## src/rtl/hazard_scoreboard_if.sv

```systemverilog
// Issue-control bundle between the S1 regfile stage and the hazard scoreboard.
// The pipeline drives the S1 lane contents; the scoreboard returns hold/bubble controls.
interface hazard_scoreboard_if #(
  parameter int LANES = 2,
  parameter int REGW  = 3,
  parameter int CNTW  = 16
);
  logic [LANES-1:0]        s1_valid;
  logic [LANES*3*REGW-1:0] s1_readnums;
  logic [LANES*3-1:0]      s1_used;
  logic [LANES-1:0]        s1_write;
  logic [LANES*REGW-1:0]   s1_writenum;
  logic [LANES-1:0]        s1_is_ld;
  logic [LANES-1:0]        s1_is_st;
  logic                    flush;
  logic [LANES-1:0]        update1_out;
  logic [LANES-1:0]        rst_s1_out;
  logic [LANES-1:0]        rst_s2_out;
  logic                    fetch_next;
  logic [CNTW-1:0]         stall_ld_cnt;
  logic [CNTW-1:0]         stall_dep_cnt;

  modport master (
    output s1_valid, s1_readnums, s1_used, s1_write,
    output s1_writenum, s1_is_ld, s1_is_st, flush,
    input  update1_out, rst_s1_out, rst_s2_out,
    input  fetch_next, stall_ld_cnt, stall_dep_cnt
  );

  modport slave (
    input  s1_valid, s1_readnums, s1_used, s1_write,
    input  s1_writenum, s1_is_ld, s1_is_st, flush,
    output update1_out, rst_s1_out, rst_s2_out,
    output fetch_next, stall_ld_cnt, stall_dep_cnt
  );
endinterface

```

## src/rtl/hazard_scoreboard.sv

```systemverilog
// N-lane in-order issue hazard control with a per-register pending-load scoreboard.
// Drives S1 hold, S1/S2 bubbles, fetch_next, and saturating stall counters.
module hazard_scoreboard #(
  parameter int LANES  = 2,
  parameter int NREG   = 8,
  parameter int REGW   = 3,
  parameter int LD_LAT = 2,
  parameter int CNTW   = 16
) (
  input logic clk,
  input logic rst_n,
  hazard_scoreboard_if.slave bus
);
  localparam int SW = 3 * REGW;
  localparam int NR = 1 << REGW;

  logic [2:0]      r_cnt [NREG];
  logic [2:0]      w_nxt [NREG];
  logic [NR-1:0]   w_pend;
  logic [REGW-1:0] w_src [LANES][3];
  logic [LANES-1:0] w_blk_ld;
  logic [LANES-1:0] w_blk_dep;
  logic [LANES-1:0] w_blk;
  logic [LANES-1:0] w_pre;
  logic [LANES-1:0] w_issue;
  logic            w_seen;
  logic            w_ld_br;
  logic            w_stall_ld;
  logic            w_stall_dep;
  logic [CNTW-1:0] r_ld_cnt;
  logic [CNTW-1:0] r_dep_cnt;

  // Pending map, widened to the full index space so any source index is safe.
  always_comb begin
    w_pend = '0;
    for (int r = 0; r < NREG; r++)
      w_pend[r] = (r_cnt[r] != 3'd0);
  end

  // Unpack per-lane sources: slot 0 = Rd, 1 = Rn, 2 = Rm.
  always_comb begin
    for (int l = 0; l < LANES; l++)
      for (int s = 0; s < 3; s++)
        w_src[l][s] = bus.s1_readnums[l*SW + s*REGW +: REGW];
  end

  // Per-lane load-use and intra-bundle dependency blocks.
  always_comb begin
    w_blk_ld  = '0;
    w_blk_dep = '0;
    for (int l = 0; l < LANES; l++) begin
      for (int s = 0; s < 3; s++)
        if (bus.s1_used[l*3+s] && w_pend[w_src[l][s]])
          w_blk_ld[l] = 1'b1;
      for (int k = 0; k < LANES; k++) begin
        if (k < l && bus.s1_valid[k]) begin
          if (bus.s1_write[k])
            for (int s = 0; s < 3; s++)
              if (bus.s1_used[l*3+s] &&
                  bus.s1_writenum[k*REGW +: REGW] == w_src[l][s])
                w_blk_dep[l] = 1'b1;
          if (bus.s1_is_st[l] && bus.s1_is_ld[k])
            w_blk_dep[l] = 1'b1;
        end
      end
      w_blk_ld[l]  = w_blk_ld[l]  & bus.s1_valid[l];
      w_blk_dep[l] = w_blk_dep[l] & bus.s1_valid[l];
    end
    w_blk = w_blk_ld | w_blk_dep;
  end

  // Find the first blocking lane; w_pre marks lanes in the issuable prefix.
  always_comb begin
    w_seen  = 1'b0;
    w_ld_br = 1'b0;
    w_pre   = '0;
    for (int l = 0; l < LANES; l++) begin
      w_pre[l] = !w_seen && !w_blk[l];
      if (!w_seen && w_blk[l]) begin
        w_seen  = 1'b1;
        w_ld_br = w_blk_ld[l];
      end
    end
    w_stall_ld  = !bus.flush && w_seen && w_ld_br;
    w_stall_dep = !bus.flush && w_seen && !w_ld_br;
    w_issue = '0;
    if (!bus.flush && !w_stall_ld)
      w_issue = bus.s1_valid & w_pre;
  end

  // Pipeline control outputs; flush overrides every stall branch.
  always_comb begin
    bus.update1_out = '1;
    bus.rst_s1_out  = '0;
    bus.rst_s2_out  = '0;
    bus.fetch_next  = 1'b1;
    if (bus.flush) begin
      bus.rst_s1_out = '1;
      bus.rst_s2_out = '1;
    end else if (w_stall_ld) begin
      bus.update1_out = '0;
      bus.rst_s2_out  = '1;
      bus.fetch_next  = 1'b0;
    end else if (w_stall_dep) begin
      bus.update1_out = w_pre;
      bus.rst_s1_out  = w_pre;
      bus.rst_s2_out  = ~w_pre;
      bus.fetch_next  = 1'b0;
    end
  end

  // Next scoreboard: decrement, kill loads caught in S2 on flush, then set/clear.
  always_comb begin
    for (int r = 0; r < NREG; r++) begin
      w_nxt[r] = (r_cnt[r] != 3'd0) ? r_cnt[r] - 3'd1 : 3'd0;
      if (bus.flush && r_cnt[r] == 3'(LD_LAT))
        w_nxt[r] = 3'd0;
      for (int l = 0; l < LANES; l++)
        if (w_issue[l] && bus.s1_write[l] &&
            bus.s1_writenum[l*REGW +: REGW] == REGW'(r))
          w_nxt[r] = bus.s1_is_ld[l] ? 3'(LD_LAT) : 3'd0;
    end
  end

  // Scoreboard state.
  always_ff @(posedge clk) begin
    if (!rst_n) begin
      for (int r = 0; r < NREG; r++)
        r_cnt[r] <= 3'd0;
    end else begin
      for (int r = 0; r < NREG; r++)
        r_cnt[r] <= w_nxt[r];
    end
  end

  // Saturating stall performance counters.
  always_ff @(posedge clk) begin
    if (!rst_n) begin
      r_ld_cnt  <= '0;
      r_dep_cnt <= '0;
    end else begin
      if (w_stall_ld && r_ld_cnt != '1)
        r_ld_cnt <= r_ld_cnt + 1'b1;
      if (w_stall_dep && r_dep_cnt != '1)
        r_dep_cnt <= r_dep_cnt + 1'b1;
    end
  end

  assign bus.stall_ld_cnt  = r_ld_cnt;
  assign bus.stall_dep_cnt = r_dep_cnt;
endmodule

```

## src/flat_wrapper.sv

```systemverilog
// flat-port wrapper written by rule: the top's interface ports become plain ports
module hazard_scoreboard_flat 
#(
  parameter int LANES  = 2,
  parameter int NREG   = 8,
  parameter int REGW   = 3,
  parameter int LD_LAT = 2,
  parameter int CNTW   = 16
)
  (clk, rst_n, bus_s1_valid, bus_s1_readnums, bus_s1_used, bus_s1_write, bus_s1_writenum, bus_s1_is_ld, bus_s1_is_st, bus_flush, bus_update1_out, bus_rst_s1_out, bus_rst_s2_out, bus_fetch_next, bus_stall_ld_cnt, bus_stall_dep_cnt);
  hazard_scoreboard_if #(.LANES(LANES), .REGW(REGW), .CNTW(CNTW)) bus_i ();
  input logic clk;
  input logic rst_n;
  input wire logic [$bits(bus_i.s1_valid)-1:0] bus_s1_valid;
  input wire logic [$bits(bus_i.s1_readnums)-1:0] bus_s1_readnums;
  input wire logic [$bits(bus_i.s1_used)-1:0] bus_s1_used;
  input wire logic [$bits(bus_i.s1_write)-1:0] bus_s1_write;
  input wire logic [$bits(bus_i.s1_writenum)-1:0] bus_s1_writenum;
  input wire logic [$bits(bus_i.s1_is_ld)-1:0] bus_s1_is_ld;
  input wire logic [$bits(bus_i.s1_is_st)-1:0] bus_s1_is_st;
  input wire logic [$bits(bus_i.flush)-1:0] bus_flush;
  output wire logic [$bits(bus_i.update1_out)-1:0] bus_update1_out;
  output wire logic [$bits(bus_i.rst_s1_out)-1:0] bus_rst_s1_out;
  output wire logic [$bits(bus_i.rst_s2_out)-1:0] bus_rst_s2_out;
  output wire logic [$bits(bus_i.fetch_next)-1:0] bus_fetch_next;
  output wire logic [$bits(bus_i.stall_ld_cnt)-1:0] bus_stall_ld_cnt;
  output wire logic [$bits(bus_i.stall_dep_cnt)-1:0] bus_stall_dep_cnt;
  assign bus_i.s1_valid = bus_s1_valid;
  assign bus_i.s1_readnums = bus_s1_readnums;
  assign bus_i.s1_used = bus_s1_used;
  assign bus_i.s1_write = bus_s1_write;
  assign bus_i.s1_writenum = bus_s1_writenum;
  assign bus_i.s1_is_ld = bus_s1_is_ld;
  assign bus_i.s1_is_st = bus_s1_is_st;
  assign bus_i.flush = bus_flush;
  assign bus_update1_out = bus_i.update1_out;
  assign bus_rst_s1_out = bus_i.rst_s1_out;
  assign bus_rst_s2_out = bus_i.rst_s2_out;
  assign bus_fetch_next = bus_i.fetch_next;
  assign bus_stall_ld_cnt = bus_i.stall_ld_cnt;
  assign bus_stall_dep_cnt = bus_i.stall_dep_cnt;
  hazard_scoreboard #(.LANES(LANES), .NREG(NREG), .REGW(REGW), .LD_LAT(LD_LAT), .CNTW(CNTW)) u_core (.clk(clk), .rst_n(rst_n), .bus(bus_i));
endmodule
```

## config.mk

```make
export PLATFORM = sky130hd
export DESIGN_NAME = hazard_scoreboard_flat
export DESIGN_NICKNAME = d
export VERILOG_FILES = /design/src/rtl/hazard_scoreboard_if.sv /design/src/rtl/hazard_scoreboard.sv /design/src/flat_wrapper.sv
export SDC_FILE = /design/constraint.sdc
export NUM_CORES = 1
export LEC_CHECK = 0
export BUFFER_PORTS_ARGS = -buffer_cell sky130_fd_sc_hd__buf_2
export CAP_MARGIN = 5
export CORE_MARGIN = 1
export CORE_UTILIZATION = 31
export DETAILED_ROUTE_END_ITERATION = 6
export HOLD_SLACK_MARGIN = 0.05
export SYNTH_ARGS = -nofsm -noshare
export SYNTH_HDL_FRONTEND = slang
export SYNTH_SLANG_ARGS = --single-unit
```

## constraint.sdc

```tcl
create_clock -name clk -period 9.43 [get_ports clk]
set_input_delay 1.886 -clock clk [delete_from_list [all_inputs] [get_ports clk]]
set_output_delay 1.886 -clock clk [all_outputs]
set_load 0.05 [all_outputs]
```

=== Yosys cells after proc, flatten, opt, wreduce, memory -nomap -nowiden ===
Memories as Yosys holds them, arrays and structs flattened.
Cells that the tools add are included.

* Bitwise operators: 14
* Reduce and logical (&&, ||, !) cells: 60
* Magnitude comparators: 6
* Muxes and demuxes: 85
* Add/sub/neg operators: 10
* Eq/ne operators: 27

{| class="wikitable"
|+ Operator list
! cell !! number
|-
| $mux W3 || 40
|-
| $logic_and A1 B1 Y1 || 44
|-
| $eq A3 B2 Y1 const B || 12
|-
| $add A16 B1 Y16 const B || 2
|-
| $ne A16 B16 Y1 const B || 2
|-
| $mux W1 || 27
|-
| $eq A3 B3 Y1 const B || 8
|-
| $lt A3 B4 Y1 const B || 6
|-
| $mux W2 || 12
|-
| $reduce_bool A3 Y1 || 8
|-
| $sub A3 B1 Y3 const B || 8
|-
| $bmux W1 S3 || 6
|-
| $eq A3 B3 Y1 || 3
|-
| $or A1 B1 Y1 || 8
|-
| $eq A3 B1 Y1 const B || 2
|-
| $logic_not A1 Y1 || 6
|-
| $logic_not A3 Y1 || 2
|-
| $and A1 B1 Y1 || 3
|-
| $and A2 B2 Y2 || 1
|-
| $not A2 Y2 || 1
|-
| $or A2 B2 Y2 || 1
|}

* Memories: 1
* Input bits: 41
* Logic and storage cells: 205
* Flip-flop bits (word level): 32
* Bits in writable memories: 24

{| class="wikitable"
|+ Memory list
! name !! words !! width !! rd ports !! clocked after memory_dff !! wr ports !! RTL line !! text
|-
| u_core.r_cnt || 8 || 3 || 8 || 0 || 8 || hazard_scoreboard.sv:17 || <nowiki>logic [2:0] r_cnt [NREG];</nowiki>
|}

=== Logic depth before layout (Yosys ltp) ===
* Depth after elaboration: 24
* Depth in mapped cells: 11
* Mapped depth without buffers: 8

=== Worst setup path after synthesis ===
OpenSTA, ideal clock, no wires.

* Kind: input to output
* From: in bus_s1_readnums[17]
* To: out bus_rst_s1_out[0]
* Arrival: 4.677 ns
* Path slack: 2.867 ns
* Stages on the path: 8
* Required time: 7.544 ns
* Buffers on the path: 3
* Path through: clkbuf_1 -> nor4b_1 -> or4_1 -> o21ai_0 -> a31oi_1 -> clkbuf_1 -> clkbuf_1 -> o31ai_1

* Cells in the longest elaborated chain, start to end: 15

{| class="wikitable"
|+ Ends and longest elaborated chain
! what !! RTL line !! text
|-
| start, declared || flat_wrapper.sv:15 || <nowiki>input wire logic [$bits(bus_i.s1_readnums)-1:0] bus_s1_readnums;</nowiki>
|-
| $eq A3 B3 Y1 || hazard_scoreboard.sv:60 || <nowiki>bus.s1_writenum[k*REGW +: REGW] == w_src[l][s])</nowiki>
|-
| $logic_and A1 B1 Y1 || hazard_scoreboard.sv:59 || <nowiki>if (bus.s1_used[l*3+s] &&</nowiki>
|-
| $mux W1 || hazard_scoreboard.sv:59 ||
|-
| $mux W1 || hazard_scoreboard.sv:57 || <nowiki>if (bus.s1_write[k])</nowiki>
|-
| $mux W1 || hazard_scoreboard.sv:62 || <nowiki>if (bus.s1_is_st[l] && bus.s1_is_ld[k])</nowiki>
|-
| $mux W1 || hazard_scoreboard.sv:56 || <nowiki>if (k < l && bus.s1_valid[k]) begin</nowiki>
|-
| $and A1 B1 Y1 || hazard_scoreboard.sv:67 || <nowiki>w_blk_dep[l] = w_blk_dep[l] & bus.s1_valid[l];</nowiki>
|-
| $or A2 B2 Y2 || hazard_scoreboard.sv:69 || <nowiki>w_blk = w_blk_ld | w_blk_dep;</nowiki>
|-
| $logic_and A1 B1 Y1 || hazard_scoreboard.sv:79 || <nowiki>if (!w_seen && w_blk[l]) begin</nowiki>
|-
| $mux W1 || hazard_scoreboard.sv:79 ||
|-
| $logic_and A1 B1 Y1 or $logic_not A1 Y1 (tied branches) || hazard_scoreboard.sv:84, hazard_scoreboard.sv:85 ||
|-
| $logic_and A1 B1 Y1 || hazard_scoreboard.sv:85 || <nowiki>w_stall_dep = !bus.flush && w_seen && !w_ld_br;</nowiki>
|-
| $mux W2 || hazard_scoreboard.sv:104 || <nowiki>end else if (w_stall_dep) begin</nowiki>
|-
| $mux W2 * || hazard_scoreboard.sv:100 || <nowiki>end else if (w_stall_ld) begin</nowiki>
|-
| $mux W2 * || hazard_scoreboard.sv:97 || <nowiki>if (bus.flush) begin</nowiki>
|-
| end, declared || flat_wrapper.sv:23 || <nowiki>output wire logic [$bits(bus_i.rst_s1_out)-1:0] bus_rst_s1_out;</nowiki>
|}

Mark *: on every way between the ends. The rest lies on a longest branch, timed or not. The select of a mux whose other input is x is not followed.

=== Worst setup path in the final report ===
* From: in bus_s1_readnums[12]
* To: out bus_fetch_next

* Cells in the longest elaborated chain, start to end: 16

{| class="wikitable"
|+ Ends and longest elaborated chain
! what !! RTL line !! text
|-
| $eq A3 B3 Y1 || hazard_scoreboard.sv:60 ||
|-
| $logic_and A1 B1 Y1 || hazard_scoreboard.sv:59 ||
|-
| $mux W1 (2 in a row) || hazard_scoreboard.sv:59 ||
|-
| $mux W1 || hazard_scoreboard.sv:57 ||
|-
| $mux W1 || hazard_scoreboard.sv:62 ||
|-
| $mux W1 || hazard_scoreboard.sv:56 ||
|-
| $and A1 B1 Y1 || hazard_scoreboard.sv:67 ||
|-
| $or A2 B2 Y2 || hazard_scoreboard.sv:69 ||
|-
| $logic_and A1 B1 Y1 || hazard_scoreboard.sv:79 ||
|-
| $mux W1 || hazard_scoreboard.sv:79 ||
|-
| $logic_and A1 B1 Y1 or $logic_not A1 Y1 (tied branches) || hazard_scoreboard.sv:84, hazard_scoreboard.sv:85 ||
|-
| $logic_and A1 B1 Y1 || hazard_scoreboard.sv:85 ||
|-
| $mux W1 || hazard_scoreboard.sv:104 ||
|-
| $mux W1 * || hazard_scoreboard.sv:100 ||
|-
| $mux W1 * || hazard_scoreboard.sv:97 ||
|-
| end, declared || flat_wrapper.sv:25 || <nowiki>output wire logic [$bits(bus_i.fetch_next)-1:0] bus_fetch_next;</nowiki>
|}

Marks and branches as above.

==> impl_metrics.tcl <==
set metrics [dict create \
    run_status "complete, but fails checks" \
    failed_checks "DRC" \
    design.core.area_um2 11500 \
    timing.final.crit_period_ns 6.08 \
    synthMostInstantiatedCell "sky130_fd_sc_hd__dfxtp_1" \
    crit-reg2reg-capture "u_core.bus.stall_dep_cnt[14]$_SDFFE_PN0P_" \
    number_of_global_route_vias_before_repair 3594 \
    cts_setup_buffers 0 \
    p_comb_share_pct 30.9 \
    grt_antenna_before_repair 0 \
    avgRoutedWirePerCell_um 16.3 \
    post-synth-top-area-fraction_pct 30.4 \
    synth_nets 510 \
    clk-insertion-delay-late_ns 0.30 \
    cap_viol_max_count 0 \
    synth_adder_area_share_pct 0.678 \
    final_weighted_congestion_in_routability_driven_placement 0.914 \
    mappedNetlistArea_um2 3690 \
    synth.distinct_cells 53 \
    regToRegStartpoint "u_core.r_cnt[1][3]$_SDFF_PP0_" \
    synth.mux.area_fraction_pct 3.56 \
    post_cts_resize_count 0 \
    crit_required_ns 7.54 \
    ys_seq_elements 56 \
    vias 3858 \
    p_int_mw 0.439 \
    clock-root-buffer "sky130_fd_sc_hd__clkbuf_16" \
    clockBufferDepth 2 \
    cts_buffers 5 \
    dominant_combinational_cell_family_by_area_after_synthesis "simple AND/OR/NAND/NOR gates" \
    ys_top_cells_by_count "sky130_fd_sc_hd__dfxtp_1, sky130_fd_sc_hd__o21ai_0, sky130_fd_sc_hd__a21oi_1, sky130_fd_sc_hd__or3_1, sky130_fd_sc_hd__nand2_1" \
    dr.first_iter.drc_count 274 \
    crit_path_start_kind "input pin" \
    arrival_ns 4.19 \
    rsz0062_at_grt "no" \
    synthTopCellsByArea "sky130_fd_sc_hd__dfxtp_1, sky130_fd_sc_hd__o21ai_0, sky130_fd_sc_hd__or3_1, sky130_fd_sc_hd__a21oi_1, sky130_fd_sc_hd__xnor2_1" \
    hp-class "reg2reg" \
    post-route-drc-count 16 \
    synthXorXnorAreaFrac_pct 4.75 \
    rows 39 \
    power.share.sequential_pct 41.3 \
    worst-path-max-fanout 6 \
    start_util_pct 32.0 \
    area_growth_pct 16.7 \
    design.final.nets 568 \
    kind_of_critical_path "in2out" \
    cts_hold_buf 0 \
    cts_tree "yes" \
    global_route.usage.total_pct 17.8 \
    die_area_um2 12300 \
    fmaxAchievable_ghz 0.165 \
    layout_worst_path_cycle_share_pct 64.5 \
    timing.max_slew.rel_slack_pct 32.9 \
    grt_max_degree 35 \
    synthSimpleGateAreaFrac_pct 33.3 \
    p_leak_nw 1.61 \
    vias_per_inst 5.77 \
    route.antenna.remaining_nets 0 \
    buffer_ports.inserted 78 \
    num_antenna_cells 0 \
    switchingPower_mw 0.250 \
    finalHoldViolCount 0 \
    r2r_slack_ns 5.83 \
    synth_edf_count 0 \
    swShare_pct 36.3 \
    netlist.top_cell.by_area "sky130_fd_sc_hd__dfxtp_1" \
    layout-drive-gt1-share_pct 20.3 \
    finalSetupTns_ns 0 \
    placement.cell_area_um2 4150 \
    dp_hpwl_um 8130 \
    report.power.total_mw 0.689 \
    syn_inst 467 \
    yosys_warnings 0 \
    ir_drop_mv 0.0947 \
    routed_wl_um 10900 \
    whs_path_depth 2 \
    crit_path_end_kind "output port" \
    worst-r2r-cell-count 8 \
    clkPwrFrac_pct 27.8 \
    seq_area_frac_synth_pct 30.4 \
    whs_endpoint "u_core.bus.stall_ld_cnt[3]$_SDFFE_PN0P_" \
    io_pins 80 \
    synth_compound_gate_area_share_pct 22.5 \
    final.setup_skew_ns 0.00932 \
    transition_time_at_the_pin_with_the_least_slew_margin_ns 1.00 \
    cts-htree-levels 2 \
    grt_overflow_total 0 \
    post_route_cell_area_um2 4310 \
    floorplan_die_height_um 111 \
    dr.pass1.iters 7 \
    setup_viol 0 \
    drv_slew 0 \
    holdCritStartpoint "u_core.bus.stall_ld_cnt[3]$_SDFFE_PN0P_" \
    die-width_um 111 \
    clkTransAtPathRegs_ns 0.07 \
    pwr_density_cell_nw_per_um2 160 \
    cts_num_sinks 56 \
    final_core_utilization_pct 37.4 \
    grt_first_pass_wirelength_um 17900 \
    synth_flop_cell "sky130_fd_sc_hd__dfxtp_1" \
    syn-mean-instance-area_um2 7.90 \
    synthArstFlopShare_pct 0 \
]
==> area by class of cell <==
type,count,area (um2)
multi-input cells,368,2400
flip-flops and latches,56,1120
inverters,14,52.6
repair buffers,80,405
clock inverters,3,26.3
fillers,1221,7210
well taps,143,179
clock buffers,5,125
==> worst max-delay path, stage by stage <==
cell and delay (ns):
sky130_fd_sc_hd__buf_2 0.15, sky130_fd_sc_hd__or4b_2 0.60, sky130_fd_sc_hd__o2111ai_1 0.12, sky130_fd_sc_hd__o31ai_1 0.12, sky130_fd_sc_hd__o211a_1 0.30, sky130_fd_sc_hd__nor4_4 0.49
sky130_fd_sc_hd__nand2_1 0.13, sky130_fd_sc_hd__nand2_1 0.09, sky130_fd_sc_hd__buf_2 0.28
==> metal layers <==
metal | GRT usage, % | vias to the layer above | wire length (um)
met5 | 0 | - | 0
met4 | 5.86 | 0 | 204
met3 | 2.79 | 12 | 821
met2 | 28.6 | 142 | 4750
met1 | 24.3 | 1800 | 5160
li1 | - | 1904 | -
==> power groups by stage <==
stage | clock [mW] | sequential [mW] | combinational (mW)
4_1_cts | 0.199 | 0.284 | 0.212
6_report | 0.191 | 0.284 | 0.213
5_1_grt | 0.208 | 0.288 | 0.234
3_5_place_dp | 0 | 0.289 | 0.212
3_3_place_gp | 0 | 0.287 | 0.208
2_1_floorplan | 0 | 0.274 | 0.166
==> how the worst max path moves through the flow <==
stage                                   start            endpoint  slack (ns)
after floorplan           bus_s1_readnums[17]   bus_rst_s1_out[0]        2.87
after global placement    bus_s1_readnums[12]      bus_fetch_next        3.36
after detailed placement  bus_s1_readnums[12]      bus_fetch_next        3.35
after CTS                 bus_s1_readnums[12]      bus_fetch_next        3.34
after global routing       bus_s1_readnums[0]  bus_update1_out[1]        3.21
final                     bus_s1_readnums[12]      bus_fetch_next        3.35
==> per-stage QoR <==
stage / instances / worst slack, ns / hold WS (ns)
finish: 669 / 3.35 / 0.500
global route: 669 / 3.21 / 0.531
CTS: 669 / 3.34 / 0.504
detailed placement: 661 / 3.35 / 0.490
global placement: 661 / 3.36 / 0.476
floorplan: 467 / 2.87 / 0.469
==> state kept, by name, summed over array words and instances, names as in the netlist <==
register,cells
u_core.bus.stall_dep_cnt,16
u_core.bus.stall_ld_cnt,16
u_core.r_cnt,24
==> cell usage in the layout (no fill, tap or decap), drive strengths merged, types with 4 or more instances in the layout <==
cell type  instances
or4                6
buf               80
o2111ai            7
o31ai              7
and3               6
xnor2             18
or3               29
nor4              24
nand2             26
inv               14
nand3             17
o41ai              5
mux4               4
nor4b              8
o211ai             8
or2                4
nor3              18
a21oi             32
o21ai             42
nor3b             10
o31a               5
nand2b            12
dfxtp             56
clkbuf             5
nand4             15
a31oi              5
nor2              25
a211oi             7
==> kinds of logic (layout without fill, tap and decap cells) <==
kind of cell / Yosys count / after routing
and+or+nand+nor: 210 / 210
buffers and inverters: 43 / 102
DFF: 56 / 56
xor gates and xnor gates: 20 / 20
adders and majority gates: 2 / 2
muxes: 8 / 8
AOI/OAI and AO/OA: 128 / 128
No activity file was read; power rests on OpenSTA's default activity.
